==> config.mk <==
export PLATFORM = sky130hd
export DESIGN_NAME = ovf_seq_monitor
export DESIGN_NICKNAME = d
export VERILOG_FILES = /design/src/rtl/ovf_mon_pkg.sv /design/src/rtl/ovf_chan_fsm.sv /design/src/rtl/ovf_seq_monitor.sv
export SDC_FILE = /design/constraint.sdc
export NUM_CORES = 1
export LEC_CHECK = 0
export ABC_AREA = 1
export CAP_MARGIN = 20
export CORE_MARGIN = 8
export CORE_UTILIZATION = 55
export CTS_CLUSTER_SIZE = 40
export DETAILED_ROUTE_END_ITERATION = 8
export PLACE_DENSITY_LB_ADDON = 0.1
export SLEW_MARGIN = 20
export SYNTH_ARGS = -nofsm -noshare
export SYNTH_HDL_FRONTEND = slang
export SYNTH_SLANG_ARGS = --single-unit
==> constraint.sdc <==
create_clock -name clk -period 5.7 [get_ports clk]
set_input_delay 1.71 -clock clk [delete_from_list [all_inputs] [get_ports clk]]
set_output_delay 1.71 -clock clk [all_outputs]
set_load 0.1 [all_outputs]
==> src/rtl/ovf_mon_pkg.sv <==
// Shared types for the overflow-sequence monitor: per-channel FSM states,
// verdict fail codes and a small popcount helper used by the aggregator.
package ovf_mon_pkg;

  typedef enum logic [1:0] {
    ST_IDLE      = 2'd0,
    ST_WAIT_FALL = 2'd1,
    ST_HOLD      = 2'd2
  } ovf_state_e;

  typedef enum logic [2:0] {
    FC_NONE    = 3'd0,
    FC_NOHI    = 3'd1,
    FC_EARLY   = 3'd2,
    FC_TIMEOUT = 3'd3,
    FC_GLITCH  = 3'd4,
    FC_ORDER   = 3'd5,
    FC_HOLD_TO = 3'd6
  } fail_code_e;

  function automatic logic [5:0] popcount32(input logic [31:0] v);
    logic [5:0] n;
    n = 6'd0;
    for (int i = 0; i < 32; i++) begin
      n = n + {5'd0, v[i]};
    end
    return n;
  endfunction

endpackage

==> src/rtl/ovf_chan_fsm.sv <==
// One monitored channel: input edge registers, the IDLE/WAIT_FALL/HOLD
// sequence FSM, the phase delay counter and registered verdict pulses.
module ovf_chan_fsm
  import ovf_mon_pkg::*;
#(
  parameter int unsigned MIN_DLY  = 2,
  parameter int unsigned MAX_DLY  = 20,
  parameter int unsigned HOLD_MAX = 0
) (
  input  logic       clk,
  input  logic       rst_n,
  input  logic       en_i,
  input  logic       start_i,
  input  logic       o_ovf_i,
  input  logic       i_ovf_i,
  output logic       pass_o,
  output logic       fail_o,
  output fail_code_e code_o,
  output logic       busy_o
);

  localparam int unsigned DLY_TOP = (MAX_DLY > HOLD_MAX) ? MAX_DLY : HOLD_MAX;
  localparam int unsigned DW      = $clog2(DLY_TOP + 1);

  ovf_state_e state_q, state_d;
  logic [DW-1:0] cnt_q, cnt_d;
  logic start_prev_q, oovf_prev_q, iovf_prev_q;
  logic pass_q, pass_d, fail_q, fail_d;
  fail_code_e code_q, code_d;

  logic start_rise_s, oovf_rise_s, iovf_rise_s;

  assign start_rise_s = start_i & ~start_prev_q;
  assign oovf_rise_s  = o_ovf_i & ~oovf_prev_q;
  assign iovf_rise_s  = i_ovf_i & ~iovf_prev_q;

  // Counter value k is the number of cycles since the arm/entry decision.
  always_comb begin
    state_d = state_q;
    cnt_d   = cnt_q;
    pass_d  = 1'b0;
    fail_d  = 1'b0;
    code_d  = FC_NONE;
    if (!en_i) begin
      state_d = ST_IDLE;
      cnt_d   = '0;
    end else begin
      case (state_q)
        ST_IDLE: begin
          if (start_rise_s && o_ovf_i) begin
            state_d = ST_WAIT_FALL;
            cnt_d   = DW'(1);
          end else if (start_rise_s) begin
            fail_d = 1'b1;
            code_d = FC_NOHI;
          end else begin
            state_d = ST_IDLE;
          end
        end
        ST_WAIT_FALL: begin
          if (!o_ovf_i && (cnt_q < DW'(MIN_DLY))) begin
            fail_d  = 1'b1;
            code_d  = FC_EARLY;
            state_d = ST_IDLE;
          end else if (!o_ovf_i) begin
            state_d = ST_HOLD;
            cnt_d   = DW'(1);
          end else if (cnt_q >= DW'(MAX_DLY)) begin
            fail_d  = 1'b1;
            code_d  = FC_TIMEOUT;
            state_d = ST_IDLE;
          end else begin
            cnt_d = cnt_q + DW'(1);
          end
        end
        ST_HOLD: begin
          if (iovf_rise_s && oovf_rise_s) begin
            pass_d  = 1'b1;
            state_d = ST_IDLE;
          end else if (o_ovf_i) begin
            fail_d  = 1'b1;
            code_d  = FC_GLITCH;
            state_d = ST_IDLE;
          end else if (iovf_rise_s) begin
            fail_d  = 1'b1;
            code_d  = FC_ORDER;
            state_d = ST_IDLE;
          end else if ((HOLD_MAX != 0) && (cnt_q >= DW'(HOLD_MAX))) begin
            fail_d  = 1'b1;
            code_d  = FC_HOLD_TO;
            state_d = ST_IDLE;
          end else if (cnt_q != '1) begin
            cnt_d = cnt_q + DW'(1);
          end else begin
            cnt_d = cnt_q;
          end
        end
        default: begin
          state_d = ST_IDLE;
          cnt_d   = '0;
        end
      endcase
    end
  end

  // State, counter, edge history and verdict pulse registers.
  always_ff @(posedge clk or negedge rst_n) begin
    if (!rst_n) begin
      state_q      <= ST_IDLE;
      cnt_q        <= '0;
      start_prev_q <= 1'b0;
      oovf_prev_q  <= 1'b0;
      iovf_prev_q  <= 1'b0;
      pass_q       <= 1'b0;
      fail_q       <= 1'b0;
      code_q       <= FC_NONE;
    end else begin
      state_q      <= state_d;
      cnt_q        <= cnt_d;
      start_prev_q <= start_i;
      oovf_prev_q  <= o_ovf_i;
      iovf_prev_q  <= i_ovf_i;
      pass_q       <= pass_d;
      fail_q       <= fail_d;
      code_q       <= code_d;
    end
  end

  assign pass_o = pass_q;
  assign fail_o = fail_q;
  assign code_o = code_q;
  assign busy_o = (state_q != ST_IDLE);

endmodule

==> src/rtl/ovf_seq_monitor.sv <==
// Multi-channel overflow-sequence monitor: one ovf_chan_fsm per channel plus
// sticky failure flags, saturating verdict totals and last-failure capture.
module ovf_seq_monitor
  import ovf_mon_pkg::*;
#(
  parameter int unsigned N_CH     = 4,
  parameter int unsigned MIN_DLY  = 2,
  parameter int unsigned MAX_DLY  = 20,
  parameter int unsigned HOLD_MAX = 0,
  parameter int unsigned CNT_W    = 16,
  localparam int unsigned CH_W    = (N_CH > 1) ? $clog2(N_CH) : 1
) (
  input  logic              clk,
  input  logic              rst_n,
  input  logic              en,
  input  logic              clr,
  input  logic [N_CH-1:0]   start,
  input  logic [N_CH-1:0]   o_ovf,
  input  logic [N_CH-1:0]   i_ovf,
  output logic [N_CH-1:0]   pass_o,
  output logic [N_CH-1:0]   fail_o,
  output logic [N_CH-1:0]   fail_sticky,
  output logic [N_CH-1:0]   busy,
  output logic [CNT_W-1:0]  pass_cnt,
  output logic [CNT_W-1:0]  fail_cnt,
  output logic [2:0]        last_fail_code,
  output logic [CH_W-1:0]   last_fail_chan
);

  fail_code_e code_s [N_CH];

  for (genvar g = 0; g < N_CH; g++) begin : g_ch
    ovf_chan_fsm #(
      .MIN_DLY (MIN_DLY),
      .MAX_DLY (MAX_DLY),
      .HOLD_MAX(HOLD_MAX)
    ) u_chan (
      .clk    (clk),
      .rst_n  (rst_n),
      .en_i   (en),
      .start_i(start[g]),
      .o_ovf_i(o_ovf[g]),
      .i_ovf_i(i_ovf[g]),
      .pass_o (pass_o[g]),
      .fail_o (fail_o[g]),
      .code_o (code_s[g]),
      .busy_o (busy[g])
    );
  end

  function automatic logic [CNT_W-1:0] sat_add(input logic [CNT_W-1:0] a,
                                               input logic [5:0] b);
    logic [CNT_W+6:0] s;
    s = {7'd0, a} + {{(CNT_W + 1){1'b0}}, b};
    return (s > {7'd0, {CNT_W{1'b1}}}) ? {CNT_W{1'b1}} : s[CNT_W-1:0];
  endfunction

  logic [N_CH-1:0]  sticky_q;
  logic [CNT_W-1:0] pass_cnt_q, fail_cnt_q;
  fail_code_e       lf_code_q, lf_code_d;
  logic [CH_W-1:0]  lf_chan_q, lf_chan_d;
  logic [5:0]       pass_pop_s, fail_pop_s;

  // Lowest failing channel wins, so scan from the top down.
  always_comb begin
    pass_pop_s = popcount32(32'(pass_o));
    fail_pop_s = popcount32(32'(fail_o));
    lf_code_d  = lf_code_q;
    lf_chan_d  = lf_chan_q;
    for (int i = int'(N_CH) - 1; i >= 0; i--) begin
      lf_code_d = fail_o[i] ? code_s[i] : lf_code_d;
      lf_chan_d = fail_o[i] ? CH_W'(i) : lf_chan_d;
    end
  end

  // Status aggregation over the visible verdict pulses; clr overrides.
  always_ff @(posedge clk or negedge rst_n) begin
    if (!rst_n) begin
      sticky_q   <= '0;
      pass_cnt_q <= '0;
      fail_cnt_q <= '0;
      lf_code_q  <= FC_NONE;
      lf_chan_q  <= '0;
    end else if (clr) begin
      sticky_q   <= '0;
      pass_cnt_q <= '0;
      fail_cnt_q <= '0;
      lf_code_q  <= FC_NONE;
      lf_chan_q  <= '0;
    end else begin
      sticky_q   <= sticky_q | fail_o;
      pass_cnt_q <= sat_add(pass_cnt_q, pass_pop_s);
      fail_cnt_q <= sat_add(fail_cnt_q, fail_pop_s);
      lf_code_q  <= lf_code_d;
      lf_chan_q  <= lf_chan_d;
    end
  end

  assign fail_sticky    = sticky_q;
  assign pass_cnt       = pass_cnt_q;
  assign fail_cnt       = fail_cnt_q;
  assign last_fail_code = lf_code_q;
  assign last_fail_chan = lf_chan_q;

endmodule

==> results of run 1 <==
cell usage in the layout (no fill, tap or decap), types with 6 or more instances in the layout:
cell type,instances
sky130_fd_sc_hd__clkdlybuf4s50_1,67
sky130_fd_sc_hd__nand4_1,19
sky130_fd_sc_hd__inv_1,93
sky130_fd_sc_hd__fa_1,6
sky130_fd_sc_hd__clkbuf_8,10
sky130_fd_sc_hd__xnor2_1,7
sky130_fd_sc_hd__nand2_1,172
sky130_fd_sc_hd__o21ai_0,24
sky130_fd_sc_hd__ha_1,14
sky130_fd_sc_hd__xor2_1,11
sky130_fd_sc_hd__dfrtp_1,101
sky130_fd_sc_hd__nand3_1,61
sky130_fd_sc_hd__a21oi_2,9
sky130_fd_sc_hd__nor3_1,8
sky130_fd_sc_hd__a21oi_1,27
sky130_fd_sc_hd__o31ai_1,6
sky130_fd_sc_hd__nor2_1,83
worst register-to-register path: cells and delay by family (launching register included):
kind / cells / cell delay (ns)
buffers and inverters: 4 / 0.30
AND/OR/NAND/NOR: 4 / 1.08
flip-flops: 1 / 0.51
adder cells (fa/ha/maj): 3 / 1.08
power by group:
part	internal (W)	switching, W
clock	0.000259	0.000248
combinational	0.0000482	0.000144
sequential	0.000734	0.0000163
per-layer routing:
metal | vias up | wire [microns]
li1 | 2390 | -
met1 | 2241 | 5600
met2 | 114 | 5940
met3 | 16 | 702
met4 | 0 | 212
met5 | - | 0
cells in the mapped netlist:
library cell | instances | area (sq um)
sky130_fd_sc_hd__o22ai_1 | 3 | 18.8
sky130_fd_sc_hd__ha_1 | 14 | 175
sky130_fd_sc_hd__o21ai_0 | 24 | 120
sky130_fd_sc_hd__a21oi_1 | 27 | 135
sky130_fd_sc_hd__xnor2_1 | 7 | 61.3
sky130_fd_sc_hd__fa_1 | 6 | 120
sky130_fd_sc_hd__a31oi_1 | 1 | 6.26
sky130_fd_sc_hd__buf_1 | 1 | 3.75
sky130_fd_sc_hd__inv_1 | 93 | 349
sky130_fd_sc_hd__clkinv_1 | 1 | 3.75
sky130_fd_sc_hd__o21bai_1 | 2 | 15.0
sky130_fd_sc_hd__xor2_1 | 11 | 96.3
sky130_fd_sc_hd__nand3_1 | 61 | 305
sky130_fd_sc_hd__a21oi_2 | 9 | 78.8
sky130_fd_sc_hd__buf_2 | 5 | 25.0
sky130_fd_sc_hd__nor2_1 | 83 | 312
sky130_fd_sc_hd__nor3_2 | 1 | 10.0
sky130_fd_sc_hd__o32ai_1 | 2 | 17.5
sky130_fd_sc_hd__nand4_1 | 19 | 119
sky130_fd_sc_hd__nand3_2 | 1 | 10.0
sky130_fd_sc_hd__and2_1 | 1 | 6.26
sky130_fd_sc_hd__o211ai_1 | 5 | 37.5
sky130_fd_sc_hd__o31ai_1 | 6 | 45.0
sky130_fd_sc_hd__nor3_1 | 8 | 40.0
sky130_fd_sc_hd__nand3b_1 | 4 | 30.0
sky130_fd_sc_hd__o21ai_1 | 4 | 20.0
sky130_fd_sc_hd__nand2_1 | 172 | 646
sky130_fd_sc_hd__buf_4 | 14 | 105
sky130_fd_sc_hd__buf_6 | 1 | 11.3
sky130_fd_sc_hd__nor2_2 | 4 | 25.0
sky130_fd_sc_hd__nor2_4 | 2 | 22.5
sky130_fd_sc_hd__nand2_2 | 3 | 18.8
sky130_fd_sc_hd__nor3_4 | 1 | 16.3
sky130_fd_sc_hd__clkbuf_1 | 1 | 3.75
sky130_fd_sc_hd__or2_2 | 3 | 18.8
sky130_fd_sc_hd__nand3_4 | 1 | 17.5
sky130_fd_sc_hd__inv_2 | 5 | 18.8
sky130_fd_sc_hd__o21a_1 | 1 | 7.51
sky130_fd_sc_hd__nand2_4 | 2 | 22.5
sky130_fd_sc_hd__o21ai_2 | 1 | 8.76
sky130_fd_sc_hd__dfrtp_1 | 101 | 2530
cells by family (layout without fill, tap and decap cells):
group,count (synthesis),after routing,synth area share
and+or+nand+nor,366,366,0.288
adders and majority gates,20,20,0.0524
DFF,101,101,0.449
xor gates and xnor gates,18,18,0.0280
buffers and inverters,121,186,0.0924
AOI/OAI and AO/OA,85,85,0.0907
final cells by class:
cell class                 count  area, sq um  share of cell area
clock buffer                  10          138              0.0209
clock inverter                 6         86.3              0.0131
sequential                   101         2530               0.384
timing repair buffer          71          701               0.107
tap                          136          170              0.0259
inverter                      99          372              0.0565
multi-input combinational    489         2580               0.393
through the flow:
stage	std cells	utilization	worst slack (ns)	cell area, sq um
global route	912	0.649	1.73	6580
detailed placement	896	0.627	2.03	6350
floorplan	711	-	2.67	5630
finish	912	0.649	1.79	6580
CTS	912	0.649	1.79	6580
global placement	896	0.627	2.12	6350
flip-flops by register name, indices dropped and copies added, names as in the netlist:
| register | cells |
|---|---|
| fail_cnt | 16 |
| g_ch.u_chan.code_o | 12 |
| g_ch.u_chan.oovf_prev_q | 4 |
| pass_cnt | 16 |
| g_ch.u_chan.iovf_prev_q | 4 |
| last_fail_chan | 2 |
| g_ch.u_chan.fail_o | 4 |
| fail_sticky | 4 |
| last_fail_code | 3 |
| g_ch.u_chan.pass_o | 4 |
| g_ch.u_chan.state_q | 8 |
| g_ch.u_chan.start_prev_q | 4 |
| g_ch.u_chan.cnt_q | 20 |
final timing paths:
check	start	to
worst min-delay path	g_ch[0].u_chan.code_o[2]	last_fail_code[2]
max in group asynchronous	rst_n	g_ch[2].u_chan.cnt_q[3]
worst max-delay path	g_ch[2].u_chan.state_q[0]	busy[2]
worst min register to register	g_ch[0].u_chan.code_o[2]	last_fail_code[2]
min in group asynchronous	rst_n	pass_cnt[6]
worst max register to register	g_ch[2].u_chan.fail_o	fail_cnt[10]
==> flow_summary.toml, run 1 <==
[finish]
fillCellCount = 871
syn_to_final_growth_pct = 16.8
nNetsFinal = 807
drive_above_1_share = 0.0683
insertedDiodeCount = 0

[logic_synthesis]
synth.avg_cell_area_sq_um = 7.92
synthesized_instance_count = 711
ys_types = 41
yosys_warnings = 0
fraction_of_the_yosys_area_taken_by_sequential_cells = 0.449
synth.cell_area_sq_mm = 0.00563
synth.ff_latch_count = 101
synthesis.nets = 747

[routing]
drt-total-wl_mm = 12.5
postRouteAntennaNets = 0
route.vias.total = 4761
drt_first_pass_iters = 4
post_drt_wl_per_cell_microns = 13.7
drt_first_iter_violations = 346
vias_per_cell = 5.22
drc_errors = 0

[setup_path]
worst_path_required_time_ns = 3.99
cp-end-kind = "output port"
path_depth = 3
cp_cell_sequence = "inv_2 > nand2_1 > clkdlybuf4s50_1"
cpPeakStageDelay_ns = 1.16
worstSetupStartpointType = "flop"
worst_path_max_delay_cell = "sky130_fd_sc_hd__clkdlybuf4s50_1"
timing.critical_path.max_delay_family = "buffers and inverters"
worst-r2r-cell-count = 11
worst-endpoint-arrival_ns = 2.20
timing.critical_path.buf_inv = 2
r2r_setup_slack_ns = 2.69
critPathMaxFanout = 5
timing.setup.critical_path_class = "flop to output port"

[floorplanning]
fp.dieW_microns = 117
fp.dieArea_sq_mm = 0.0137
top_level_ports = 69
core_sq_mm = 0.0101
initial_utilization = 0.555
fp-row-count = 37
chipHeight_microns = 117

[global_route]
grt_util_met1 = 0.248
grt.met2_usage = 0.326
number_of_antenna_violations_at_the_first_check_in_global_routing = 0
groute.layer.met3.usage = 0.0277
grt_max_degree = 69
grt_ovf = 0
grt_pass1_wl_mm = 21.3
top_usage_layer = "met2"
vias_in_the_first_global_route = 4722
gr-usage-all-layers = 0.194

[placement]
number_of_port_buffers = 68
finalWeightedCongestion = 0.896
dp_hpwl_mm = 9.25

[clock_tree]
cts_made_buffers = 9
ctsLongestPathBuffers = 2
clk_root_buffer_cell = "sky130_fd_sc_hd__clkbuf_8"
cts_hold_buf = 0
post_cts_resize_count = 0
tritoncts = "built"
clk_pin_slew_worst_paths_ns = 0.09
worst_skew_pair.late_latency_ns = 0.37
clock_sink_count = 101
htree_levels = 3
post-cts-setup-buffers = 0

[timing]
whs_ns = 0.491
grt_setup_unrepaired = "false"
max_slew.worst_pin.slew_ns = 1.01
slew_headroom = 0.327
setup_viol_count_final = 0
worst_clock_skew_ns = 0.0174
min_period_ns = 3.91
final.period_utilization = 0.685
setup-tns-final_ns = 0
timing_hold_violations_final = 0
drv_slew = 0
fmaxAchievable_mhz = 256

[worst_hold_path]
worstHoldPathType = "flop to flop"
min_path_cells = 2

[pwr]
power_leakage_nw = 3.18
power_per_cell_area_mw_per_mm2 = 220
worst_supply_voltage_drop_on_vdd_v = 0.000151
total_power_w = 0.00145

[job]
maxCapViolCount = 0

[status]
outcome = "completed"
No activity file was read; power rests on OpenSTA's default activity.
==> run 2, diff against run 1 <==
Settings changed: CORE_UTILIZATION 55 to 51.
Clock period 5.7 ns to 3.3 ns, I/O delays scaled along.
==> run 2 against run 1 <==
Net effect:
- combinational power rose by 70%
- sequential power rose by 73%
- total power rose by 67%
- critical path type is now flop to flop
- design area fell by 2.0%
- die area rose by 6.7%
==> flow_summary.toml, run 2 (synthesized netlist as in run 1, its figures left out) <==
[status]
outcome = "completed"

[clock_tree]
cts_hold_buf = 0
post-cts-setup-buffers = 0
clk_pin_slew_worst_paths_ns = 0.10
tritoncts = "built"
clock_sink_count = 101
ctsLongestPathBuffers = 2
clk_root_buffer_cell = "sky130_fd_sc_hd__clkbuf_8"
cts_made_buffers = 9
post_cts_resize_count = 0
htree_levels = 3
worst_skew_pair.late_latency_ns = 0.37

[routing]
route.vias.total = 4785
drt_first_iter_violations = 355
vias_per_cell = 5.22
post_drt_wl_per_cell_microns = 13.8
drc_errors = 0
drt-total-wl_mm = 12.6
drt_first_pass_iters = 5
postRouteAntennaNets = 0

[finish]
insertedDiodeCount = 0
fillCellCount = 972
nNetsFinal = 808
syn_to_final_growth_pct = 14.4
largest_register_ffs = 20
regMostFlops = "g_ch.u_chan.cnt_q"
final_cell_mix = "sky130_fd_sc_hd__nand2_1 (172), sky130_fd_sc_hd__dfrtp_1 (101), sky130_fd_sc_hd__inv_1 (93)"
drive_above_1_share = 0.138
layout_commonest_cell = "sky130_fd_sc_hd__nand2_1"

[timing]
final.setup.worst_slack_ns = 0.541
grt_setup_unrepaired = "false"
fmaxAchievable_mhz = 362
max_slew.worst_pin.slew_ns = 0.605
drv_slew = 0
slew_headroom = 0.597
worst_clock_skew_ns = 0.0103
setup_viol_count_final = 0
final.period_utilization = 0.836
min_period_ns = 2.76
timing_hold_violations_final = 0
setup-tns-final_ns = 0

[floorplanning]
top_level_ports = 69
fp.dieArea_sq_mm = 0.0147
chipHeight_microns = 121
core_sq_mm = 0.0108
initial_utilization = 0.522
fp.dieW_microns = 121
fp-row-count = 38

[setup_path]
cpPeakStageDelay_ns = 0.52
cp_cell_sequence = "fa_1 > inv_1 > fa_1 > inv_1 > fa_1 > nand3_1 > inv_1 > nand4_1 > buf_4 > nand3_1 > nand2_1 > inv_1"
timing.rr.start = "g_ch[2].u_chan.fail_o"
worst-r2r-cell-count = 12
crit_end = "fail_cnt[11]"
worstSetupStartpointType = "flop"
cp-end-kind = "flop"
critical-path-top-cell-by-count = "sky130_fd_sc_hd__inv_1"
r2r_setup_slack_ns = 0.54
worst_path_max_delay_cell = "sky130_fd_sc_hd__fa_1"
critPathMaxFanout = 9
timing.setup.critical_path_class = "flop to flop"
worst-endpoint-arrival_ns = 3.08
rr_endpoint = "fail_cnt[11]"
cp-startpoint = "g_ch[2].u_chan.fail_o"
worst_path_required_time_ns = 3.62

[global_route]
grt_max_degree = 58
grt_pass1_wl_mm = 21.6
grt_ovf = 0
vias_in_the_first_global_route = 4593
gr-usage-all-layers = 0.179
number_of_antenna_violations_at_the_first_check_in_global_routing = 0

[pwr]
power_leakage_nw = 3.28
power_per_cell_area_mw_per_mm2 = 376
worst_supply_voltage_drop_on_vdd_v = 0.000219

[placement]
placement.setup.worst_slack_ns = 0.568
finalWeightedCongestion = 0.893
dp_hpwl_mm = 9.40
number_of_port_buffers = 68

[worst_hold_path]
worstHoldPathType = "flop to flop"

[job]
maxCapViolCount = 0
run 2: routing by layer:
layer  global-route usage  up-vias  part of all wire
met4               0.0687        0             0.015
met3               0.0326       12             0.056
met5                    0        -                 0
met1                0.233     2258              0.47
met2                0.291      123              0.46
li1                     -     2392                 -
run 2: worst max-delay path, delay by kind of cell (launching register included):
kind	cells	cell delay (ns)
adder cells (fa/ha/maj)	3	1.08
buffers and inverters	5	0.59
AND/OR/NAND/NOR	4	0.54
flip-flops	1	0.50
run 2: final cells by class:
cell class	count	area (sq um)	area share
Clock inverter	6	61.3	0.00951
Inverter	99	372	0.0577
Clock buffer	10	138	0.0214
Sequential cell	101	2530	0.392
Timing Repair Buffer	72	588	0.0913
Multi-Input combinational cell	489	2580	0.401
Tap cell	140	175	0.0272
run 2: power breakdown:
| group | internal (W) | switching [W] |
|---|---|---|
| logic | 0.0000795 | 0.000249 |
| registers | 0.00127 | 0.0000289 |
| clock network | 0.000370 | 0.000429 |
run 2: how the worst min path moves through the flow:
stage,startpoint,to,slack [ns],cells past startpoint
after floorplan,g_ch[0].u_chan.code_o[0],last_fail_code[0],0.45,2
after global placement,g_ch[0].u_chan.code_o[0],last_fail_code[0],0.47,2
after detailed placement,g_ch[0].u_chan.code_o[0],last_fail_code[0],0.47,2
after CTS,g_ch[0].u_chan.code_o[0],last_fail_code[0],0.50,2
after global routing,g_ch[0].u_chan.code_o[0],last_fail_code[0],0.53,2
final,g_ch[0].u_chan.code_o[0],last_fail_code[0],0.49,2
run 2: per-stage QoR:
step | util | cell area (sq um) | instances | total power [W] | hold slack (ns)
2_1_floorplan | - | 5630 | 711 | 0.00154 | 0.455
3_3_place_gp | 0.579 | 6240 | 901 | 0.00165 | 0.465
3_5_place_dp | 0.579 | 6240 | 901 | 0.00165 | 0.472
4_1_cts | 0.597 | 6440 | 917 | 0.00246 | 0.497
5_1_grt | 0.597 | 6440 | 917 | 0.00253 | 0.527
6_report | 0.597 | 6440 | 917 | 0.00242 | 0.486
